===== src/rtl/hamming_secded_stream.sv =====
// Pipelined Hamming SECDED encoder/decoder with valid/ready on both sides.
// Codeword layout is {g, p[P-1:0], d[DATA_W-1:0]}. Data bit i sits at the
// i-th non-power-of-two Hamming position. modo selects encode (0) or decode (1)
// for each word, and the mode travels with its word through both stages.
module hamming_secded_stream #(
  parameter  int DATA_W = 11,
  parameter  int CNT_W  = 16,
  localparam int P      = (DATA_W <= 4) ? 3 : (DATA_W <= 11) ? 4 : (DATA_W <= 26) ? 5 : 6,
  localparam int CODE_W = DATA_W + P + 1
) (
  input  logic              clk,
  input  logic              rst_n,
  input  logic              modo,
  input  logic              in_valid,
  output logic              in_ready,
  input  logic [CODE_W-1:0] entrada,
  output logic              out_valid,
  input  logic              out_ready,
  output logic [CODE_W-1:0] saida,
  output logic [1:0]        status,
  input  logic              clear_cnt,
  output logic [CNT_W-1:0]  cnt_corrigidos,
  output logic [CNT_W-1:0]  cnt_duplos
);

  typedef enum logic [1:0] {
    ST_CLEAN   = 2'b00,
    ST_CORR    = 2'b01,
    ST_UNCORR  = 2'b10
  } status_e;

  // Hamming position of every data bit, packed P bits per entry.
  function automatic logic [DATA_W*P-1:0] calc_pos();
    logic [DATA_W*P-1:0] tbl;
    int                  k;
    tbl = '0;
    k   = 0;
    for (int pos = 1; pos < (1 << P); pos++) begin
      if (((pos & (pos - 1)) != 0) && (k < DATA_W)) begin
        tbl[k*P +: P] = P'(pos);
        k++;
      end
    end
    return tbl;
  endfunction

  // One bit per syndrome value: set when the syndrome names a real position.
  // Shortened codes leave the top syndromes unused; those mean "uncorrectable".
  function automatic logic [(1<<P)-1:0] calc_ok();
    logic [(1<<P)-1:0] ok;
    for (int s = 0; s < (1 << P); s++) begin
      ok[s] = (s <= DATA_W + P);
    end
    return ok;
  endfunction

  localparam logic [DATA_W*P-1:0]   POS_TBL = calc_pos();
  localparam logic [(1<<P)-1:0]     POS_OK  = calc_ok();

  // Handshake / stage control
  logic w_s2_adv;
  logic w_s1_load;
  logic w_handoff;

  // Stage 1 inputs
  logic [DATA_W-1:0] w_in_data;
  logic [P-1:0]      w_in_par;
  logic [P-1:0]      w_p_calc;
  logic [P-1:0]      w_syn;
  logic              w_chk;

  // Stage 1 registers
  logic              r_s1_valid;
  logic              r_s1_mode;
  logic [DATA_W-1:0] r_s1_data;
  logic [P-1:0]      r_s1_syn;
  logic              r_s1_chk;

  // Stage 2 next values and registers
  logic [DATA_W-1:0] w_fixed;
  status_e           w_dec_status;
  logic [CODE_W-1:0] w_s2_saida;
  status_e           w_s2_status;
  logic              r_s2_valid;
  logic [CODE_W-1:0] r_s2_saida;
  status_e           r_s2_status;

  logic [CNT_W-1:0]  r_cnt_corr;
  logic [CNT_W-1:0]  r_cnt_dup;

  assign w_s2_adv  = !r_s2_valid || out_ready;
  assign w_s1_load = !r_s1_valid || w_s2_adv;
  assign w_handoff = r_s2_valid && out_ready;
  assign in_ready  = rst_n && w_s1_load;

  assign w_in_data = entrada[DATA_W-1:0];
  assign w_in_par  = entrada[DATA_W +: P];

  // Recompute parity bits from the incoming data field.
  always_comb begin
    // NOTE: every combinational output gets a default first so no path leaves it unassigned (no latch).
    w_p_calc = '0;
    for (int j = 0; j < P; j++) begin
      for (int i = 0; i < DATA_W; i++) begin
        if (POS_TBL[i*P + j]) begin
          w_p_calc[j] = w_p_calc[j] ^ w_in_data[i];
        end
      end
    end
  end

  // Encode: syndrome register carries the parity bits and chk carries g.
  // Decode: syndrome against received parity, chk is the overall check.
  assign w_syn = w_p_calc ^ (modo ? w_in_par : '0);
  assign w_chk = modo ? (^entrada) : ((^w_in_data) ^ (^w_p_calc));

  // Stage 1 register: word, mode, syndrome and overall check.
  always_ff @(posedge clk) begin
    // NOTE: datapath registers are reset along with the valids so the output reads 0 right after reset.
    if (!rst_n) begin
      r_s1_valid <= 1'b0;
      r_s1_mode  <= 1'b0;
      r_s1_data  <= '0;
      r_s1_syn   <= '0;
      r_s1_chk   <= 1'b0;
    end else if (w_s1_load) begin
      // NOTE: non-blocking assignments so every register samples pre-edge values.
      r_s1_valid <= in_valid;
      if (in_valid) begin
        r_s1_mode <= modo;
        r_s1_data <= w_in_data;
        r_s1_syn  <= w_syn;
        r_s1_chk  <= w_chk;
      end
    end
  end

  // Classify the syndrome, correct a single data error and form the result.
  always_comb begin
    w_fixed      = r_s1_data;
    w_dec_status = ST_CLEAN;
    w_s2_saida   = '0;
    w_s2_status  = ST_CLEAN;
    if (r_s1_chk) begin
      if (POS_OK[r_s1_syn]) begin
        w_dec_status = ST_CORR;
        for (int i = 0; i < DATA_W; i++) begin
          if (r_s1_syn == POS_TBL[i*P +: P]) begin
            w_fixed[i] = ~r_s1_data[i];
          end
        end
      end else begin
        w_dec_status = ST_UNCORR;
      end
    end else if (r_s1_syn != '0) begin
      w_dec_status = ST_UNCORR;
    end
    if (r_s1_mode) begin
      w_s2_saida[DATA_W-1:0] = w_fixed;
      w_s2_status            = w_dec_status;
    end else begin
      w_s2_saida = {r_s1_chk, r_s1_syn, r_s1_data};
    end
  end

  // Stage 2 register: result held stable until downstream takes it.
  always_ff @(posedge clk) begin
    if (!rst_n) begin
      r_s2_valid  <= 1'b0;
      r_s2_saida  <= '0;
      r_s2_status <= ST_CLEAN;
    end else if (w_s2_adv) begin
      r_s2_valid <= r_s1_valid;
      if (r_s1_valid) begin
        r_s2_saida  <= w_s2_saida;
        r_s2_status <= w_s2_status;
      end
    end
  end

  // Saturating error counters; clear wins over a same-cycle increment.
  always_ff @(posedge clk) begin
    if (!rst_n || clear_cnt) begin
      r_cnt_corr <= '0;
      r_cnt_dup  <= '0;
    end else if (w_handoff) begin
      if ((r_s2_status == ST_CORR) && (r_cnt_corr != {CNT_W{1'b1}})) begin
        r_cnt_corr <= r_cnt_corr + CNT_W'(1);
      end
      if ((r_s2_status == ST_UNCORR) && (r_cnt_dup != {CNT_W{1'b1}})) begin
        r_cnt_dup <= r_cnt_dup + CNT_W'(1);
      end
    end
  end

  assign out_valid      = r_s2_valid;
  assign saida          = r_s2_saida;
  assign status         = r_s2_status;
  assign cnt_corrigidos = r_cnt_corr;
  assign cnt_duplos     = r_cnt_dup;

endmodule


===== config.mk =====
export PLATFORM = sky130hd
export DESIGN_NAME = hamming_secded_stream
export DESIGN_NICKNAME = d
export VERILOG_FILES = /design/src/rtl/hamming_secded_stream.sv
export SDC_FILE = /design/constraint.sdc
export NUM_CORES = 1
export LEC_CHECK = 0
export BUFFER_PORTS_ARGS = -buffer_cell sky130_fd_sc_hd__buf_4
export CORE_MARGIN = 4
export CORE_UTILIZATION = 49
export DETAILED_ROUTE_END_ITERATION = 8
export MAX_ROUTING_LAYER = met4
export PLACE_DENSITY = 0.76
export SYNTH_ARGS = -nofsm -noshare
export SYNTH_HDL_FRONTEND = slang
export SYNTH_SLANG_ARGS = --single-unit
export TNS_END_PERCENT = 30

===== constraint.sdc =====
create_clock -name clk -period 1.9 [get_ports clk]
set_clock_uncertainty 0.15 [all_clocks]
set_input_delay 0.19 -clock clk [delete_from_list [all_inputs] [get_ports clk]]
set_output_delay 0.19 -clock clk [all_outputs]
set_load 0.02 [all_outputs]

==> results of run 1 <==
==> worst max-delay path, stage by stage <==
cell and delay [ns]:
dlygate4sd3_1 0.53, buf_4 0.15, xnor2_1 0.16, xnor3_2 0.28, xnor3_1 0.36, mux2i_1 0.14
a21oi_1 0.08
==> power by group through the flow <==
stage / Combinational (uW) / Sequential (uW) / Clock [uW]
global placement: 542 / 1580 / 0
detailed placement: 559 / 1580 / 0
CTS: 576 / 1540 / 1410
floorplan: 339 / 1600 / 0
global route: 626 / 1550 / 1490
finish: 574 / 1540 / 1380
==> stage by stage <==
step | worst slack, ns | instance area, um^2 | util (%)
finish | 0.0725 | 4630 | 68.1
global placement | -0.0689 | 4230 | 62.3
floorplan | -0.0285 | 3420 | -
detailed placement | -0.124 | 4230 | 62.3
global route | -0.00800 | 4630 | 68.1
CTS | 0.0461 | 4570 | 67.2
==> cell families after synthesis <==
family	count (synthesis)	synth area share [%]
AO/OA/AOI/OAI	71	14.9
buffers and inverters	23	2.53
multiplexers	3	0.879
XOR/XNOR	51	16.5
flip-flops	69	40.5
AND/OR/NAND/NOR	163	24.0
adder cells (fa/ha/maj)	2	0.733
==> how the worst max path moves through the flow <==
stage / start / endpoint
final: entrada[4] / r_s1_chk$_SDFFE_PN0P_
after global routing: cnt_corrigidos[1]$_SDFFE_PP0P_ / cnt_corrigidos[1]$_SDFFE_PP0P_
after CTS: cnt_corrigidos[1]$_SDFFE_PP0P_ / cnt_corrigidos[2]$_SDFFE_PP0P_
after detailed placement: entrada[10] / r_s1_chk$_SDFFE_PN0P_
after global placement: entrada[10] / r_s1_chk$_SDFFE_PN0P_
after floorplan: cnt_corrigidos[1]$_SDFFE_PP0P_ / cnt_corrigidos[1]$_SDFFE_PP0P_
==> area by class of cell <==
| type | instances | area, um^2 | share of cell area (%) |
|---|---|---|---|
| clock buffer | 11 | 151 | 3.27 |
| clock inverter | 5 | 82.6 | 1.79 |
| inverter | 6 | 22.5 | 0.487 |
| multi-input combinational | 290 | 1990 | 43.1 |
| sequential | 69 | 1390 | 30.0 |
| tap | 96 | 120 | 2.60 |
| timing repair buffer | 112 | 868 | 18.8 |
==> per-layer routing <==
| layer | wire length, um | vias up | track usage [%] |
|---|---|---|---|
| met3 | 378 | 12 | 5.97 |
| li1 | - | 1567 | - |
| met2 | 4090 | 79 | 34.9 |
| met5 | 0 | - | - |
| met4 | 108 | 0 | 6.78 |
| met1 | 3670 | 1460 | 24.0 |
==> registers in the layout (all words and copies together), names as in the netlist <==
register and flops:
saida 16, r_s1_chk 1, r_s1_mode 1, status 2
out_valid 1, cnt_corrigidos 16, r_s1_syn 4, cnt_duplos 16
r_s1_valid 1, r_s1_data 11
==> what timing repair did <==
| action | CTS | global route |
|---|---|---|
| buffers inserted | 0 | 1 |
| gates resized for setup | 0 | 12 |
| hold endpoints to repair | 10 | 1 |
| setup endpoints to repair | 0 | 15 |
| hold buffers | 10 | 1 |
==> cells in the final DEF, fill, tap and decap left out, types with 8 or more instances in the layout <==
| cell | count |
|---|---|
| nand4_1 | 10 |
| clkbuf_8 | 11 |
| dfxtp_1 | 67 |
| dlygate4sd3_1 | 11 |
| xor2_1 | 18 |
| buf_4 | 101 |
| nand3_1 | 19 |
| a21oi_1 | 11 |
| or3_1 | 12 |
| xnor2_1 | 24 |
| o211a_1 | 15 |
| nor2_1 | 30 |
| a21boi_0 | 17 |
| o21ai_0 | 13 |
| nor3_1 | 8 |
| nand2_1 | 47 |
==> run_results.csv, run 1 <==
group,metric,value,unit
timing,worst_pin_slew,0.583,ns
clock_network,clock_latency,0.34,ns
yosys,synth_edf_count,0,
global_route,grt_max_degree,40,
placement,port_buffers,73,
yosys,avgSynthCellArea,8.94,um^2
clock_network,cts-root-buf,"clkbuf_8",
power_and_ir_drop,power_density,756,nW/um^2
die,start_util,50.3,%
die,ioPinCount,74,
yosys,synth_cells,382,
power_and_ir_drop,seq_power_share,44.2,%
die,die-area,8370,um^2
setup_path,cp_max_fo,3,
route,firstDrtPassIters,4,
yosys,synth_seq_cells,69,
final_layout,antennaDiodeCount,0,
clock_network,cts_htree_levels,3,
power_and_ir_drop,power_switching,858,uW
yosys,synth_area_leaders,"dfxtp_1, xnor2_1, nand2_1, xor2_1, o211a_1",
global_route,grt_pass1_wl,13900,um
clock_network,cts_buffer_depth,2,
final_layout,layout.nets,512,
final_layout,instances_no_fill,589,
route,wirelength,8250,um
yosys,yosys_warnings,0,
hold_path,hold_depth,3,
outcome,status,"finished, final reports clean",
die,coreArea,6790,um^2
global_route,antenna_found_initial,0,
power_and_ir_drop,leakagePower,0.00196,uW
yosys,synth_commonest_cells,"dfxtp_1, nand2_1, nor2_1",
flow_run,drv_cap,0,
timing,maxSlewHeadroom,61.1,%
hold_path,hold_class,"input port to register",
route,drtAntennaViolNets,0,
die,die_y,91.5,um
yosys,synth_top_area_share,40.5,%
power_and_ir_drop,pwr-share-clk,39.4,%
global_route,track_usage,20.9,%
yosys,synth.net_count,406,
global_route,grt_pass1_vias,3102,
yosys,yosysSeqAreaShare,40.5,%
setup_path,worstSetupPathType,"input port to register",
yosys,ys_types,42,
die,die_x,91.5,um
timing,setup_viol,0,
timing,setup_tns,0,ns
power_and_ir_drop,total_power,3500,uW
setup_path,worst_ep_arrival_time,1.91,ns
hold_path,hold_path.startpoint,"modo",
timing,hold_viol_final,0,
final_layout,num-fill-cells,560,
timing,drv_slew,0,
setup_path,crit_path_start_kind,"input port",
timing,period_minus_slack,1.83,ns
clock_network,numCtsBuffers,9,
route,routedWlPerCell,14.0,um
yosys,yosys.cell_count.top_type,"dfxtp_1",
timing,rsz0062_at_grt,"yes",
route,drt-initial-drc-count,116,
die,rows,30,
clock_network,clock_sink_count,69,
setup_path,timing.rr.end,"cnt_corrigidos[2]$_SDFFE_PP0P_",
power_and_ir_drop,switching_share,24.6,%
route,routed_via_density,5.29,
power_and_ir_drop,peakVddDrop,0.475,mV
final_layout,syn_to_final_growth,35.5,%
setup_path,cp-end-kind,"register",
yosys,synth_area_leader_cell,"dfxtp_1",
yosys,synth-async-reset-ratio,0,%
setup_path,reg2reg_slack,0.10,ns
timing,max_freq,0.547,GHz
timing,min_period_over_period,96.2,%
timing,holdWs,0.0284,ns
clock_network,path_clk_slew,0.07,ns
setup_path,r2r_cells,6,
power_and_ir_drop,p_int,2640,uW
power_and_ir_drop,pwr-share-comb,16.4,%
setup_path,cp.required,1.98,ns
route,drc,0,
final_layout,drive_gt1_share,26.2,%
clock_network,cts_tree,"done",
placement,dp_cells,561,
yosys,synth_area,3410,um^2
hold_path,hold_path_end,"r_s1_mode$_SDFFE_PN0P_",
route,via_count,3118,
yosys,synthFlopType,"dfxtp_1",
placement,hpwl,5940,um
placement,gp_congestion,0.875,
setup_path,reg2reg_from,"cnt_corrigidos[1]$_SDFFE_PP0P_",
global_route,grt_overflow,0,
No activity file was read; power rests on OpenSTA's default activity.
==> run 2, diff against run 1 <==
--- a/config.mk
+++ b/config.mk
@@ -9,6 +9,7 @@
 export CORE_MARGIN = 4
 export CORE_UTILIZATION = 49
 export DETAILED_ROUTE_END_ITERATION = 8
+export GPL_TIMING_DRIVEN = 0
 export MAX_ROUTING_LAYER = met4
 export PLACE_DENSITY = 0.76
 export SYNTH_ARGS = -nofsm -noshare
==> run_results.csv, run 2 (same netlist as run 1, synthesis figures left out) <==
group,metric,value,unit
route,routed_via_density,5.40,
global_route,grt.busiest_layer,"met2",
setup_path,critPathBufInv,0,
power_and_ir_drop,seq_power_share,45.0,%
global_route,gr-usage-met2,35.1,%
placement,port_buffers,73,
setup_path,slowest_stage,"or3_4",
timing,setup_tns,0,ns
route,via_count,3154,
global_route,grt_max_degree,13,
final_layout,final_common_cell,"buf_4",
timing,worst_pin_slew,0.489,ns
power_and_ir_drop,leakagePower,0.00194,uW
clock_network,cts_buffer_depth,2,
route,drt-initial-drc-count,101,
final_layout,antennaDiodeCount,0,
setup_path,crit_chain,"ha_4 -> nand2_1 -> or3_4 -> o21ai_2 -> mux2i_1 -> nor2_1",
timing,max_freq,0.548,GHz
final_layout,most-common-layout-cells,"buf_4, dfxtp_1, nand2_1",
timing,rsz0062_at_grt,"yes",
timing,drv_slew,0,
setup_path,cpPeakStageDelay,0.41,ns
final_layout,fin_area,4570,um^2
timing,min_period_over_period,96.1,%
die,coreArea,6790,um^2
setup_path,critPathTopFamily,"simple AND/OR/NAND/NOR gates",
route,firstDrtPassIters,4,
timing,setup_viol,0,
route,wirelength,8210,um
setup_path,crit_path_start_kind,"register",
clock_network,path_clk_slew,0.08,ns
clock_network,clock_sink_count,69,
die,start_util,50.3,%
setup_path,cp-end-kind,"register",
timing,period_minus_slack,1.83,ns
setup_path,cp.required,1.97,ns
global_route,grt_util_met1,23.7,%
final_layout,syn_to_final_growth,33.7,%
global_route,track_usage,20.7,%
global_route,grt_pass1_vias,3024,
setup_path,cp_max_fo,5,
setup_path,worst_ep_arrival_time,1.90,ns
clock_network,cts-root-buf,"clkbuf_8",
route,routedWlPerCell,14.1,um
timing,hold_viol_final,0,
die,die_y,91.5,um
power_and_ir_drop,power_density,760,nW/um^2
global_route,antenna_found_initial,0,
placement,gp_congestion,0.871,
placement,place_area,4090,um^2
timing,maxSlewHeadroom,67.4,%
clock_network,cts_htree_levels,3,
hold_path,hold_class,"input port to register",
power_and_ir_drop,power_switching,859,uW
final_layout,layout.nets,507,
global_route,grt.met3_usage,4.81,%
clock_network,numCtsBuffers,9,
placement,hpwl,5950,um
setup_path,worstSetupPathType,"register to register",
global_route,grt_overflow,0,
route,drtAntennaViolNets,0,
clock_network,clock_latency,0.34,ns
flow_run,drv_cap,0,
die,die-area,8370,um^2
route,drc,0,
outcome,status,"finished, final reports clean",
global_route,grt_pass1_wl,13800,um
power_and_ir_drop,peakVddDrop,0.417,mV
power_and_ir_drop,switching_share,24.8,%
power_and_ir_drop,pwr-share-comb,15.3,%
die,ioPinCount,74,
power_and_ir_drop,pwr-share-clk,39.6,%
clock_network,cts_tree,"done",
power_and_ir_drop,p_int,2610,uW
final_layout,fin_util,67.2,%
die,die_x,91.5,um
final_layout,drive_gt1_share,24.0,%
die,rows,30,
==> run 2: changes by cell type in the layout (fill, tap and decap cells not counted), sizes merged <==
| cell | change |
|---|---|
| clkbuf | +16 |
| buf | -22 |
| dlygate4sd3 | +1 |
| clkinv | -2 |
| clkinvlp | +1 |
| inv | +1 |
==> run 2: power groups by stage <==
stage	registers, uW	logic (uW)	clock network (uW)
2_1_floorplan	1600	339	0
3_3_place_gp	1590	501	0
3_5_place_dp	1590	514	0
4_1_cts	1560	535	1400
5_1_grt	1570	584	1470
6_report	1560	532	1370
==> run 2: worst register-to-register path, cell delays in order (launching register included) <==
cell and delay (ns):
dfxtp_2 0.40, ha_4 0.18, nand2_1 0.09, or3_4 0.41, o21ai_2 0.22, mux2i_1 0.21
nor2_1 0.05
==> run 2: final timing paths <==
kind              slack [ns]  cells after the start                        endpoint                            from
setup / recovery        0.07                      6  cnt_corrigidos[1]$_SDFFE_PP0P_  cnt_corrigidos[0]$_SDFFE_PP0P_
setup reg to reg        0.07                      6  cnt_corrigidos[1]$_SDFFE_PP0P_  cnt_corrigidos[0]$_SDFFE_PP0P_
hold / removal          0.01                      3          r_s1_mode$_SDFFE_PN0P_                            modo
hold reg to reg         0.32                      2          out_valid$_SDFFE_PN0P_         r_s1_valid$_SDFFE_PN0N_
==> run 2: stage by stage <==
step	hold slack (ns)	power, uW	std cells	worst slack [ns]
floorplan	0.179	1940	382	-0.0285
global placement	0.311	2090	551	-0.173
detailed placement	0.318	2110	551	-0.215
CTS	0.000589	3500	579	-0.0521
global route	0.00826	3620	584	-0.0594
finish	0.0140	3470	584	0.0749
==> run 2: what timing repair did <==
action,CTS,global route
hold endpoints to repair,12,0
resized for setup,4,21
pin swaps,0,3
setup endpoints to repair,12,45
setup buffers,0,6
hold buffers,12,0
==> run 2: final cells by class <==
type                       count  area (um^2)
tap                           96          120
buffer                        16         65.1
fill                         541         2230
multi-input combinational    290         2020
timing repair buffer          91          713
inverter                       6         22.5
sequential                    69         1390
clock inverter                 5         81.3
clock buffer                  11          151
==> run 2: per-layer routing <==
metal  up-vias  routed length [um]
li1       1557                   -
met1      1488                3460
met2        95                4070
met3        14                 560
met4         0                 122
met5         -                   0
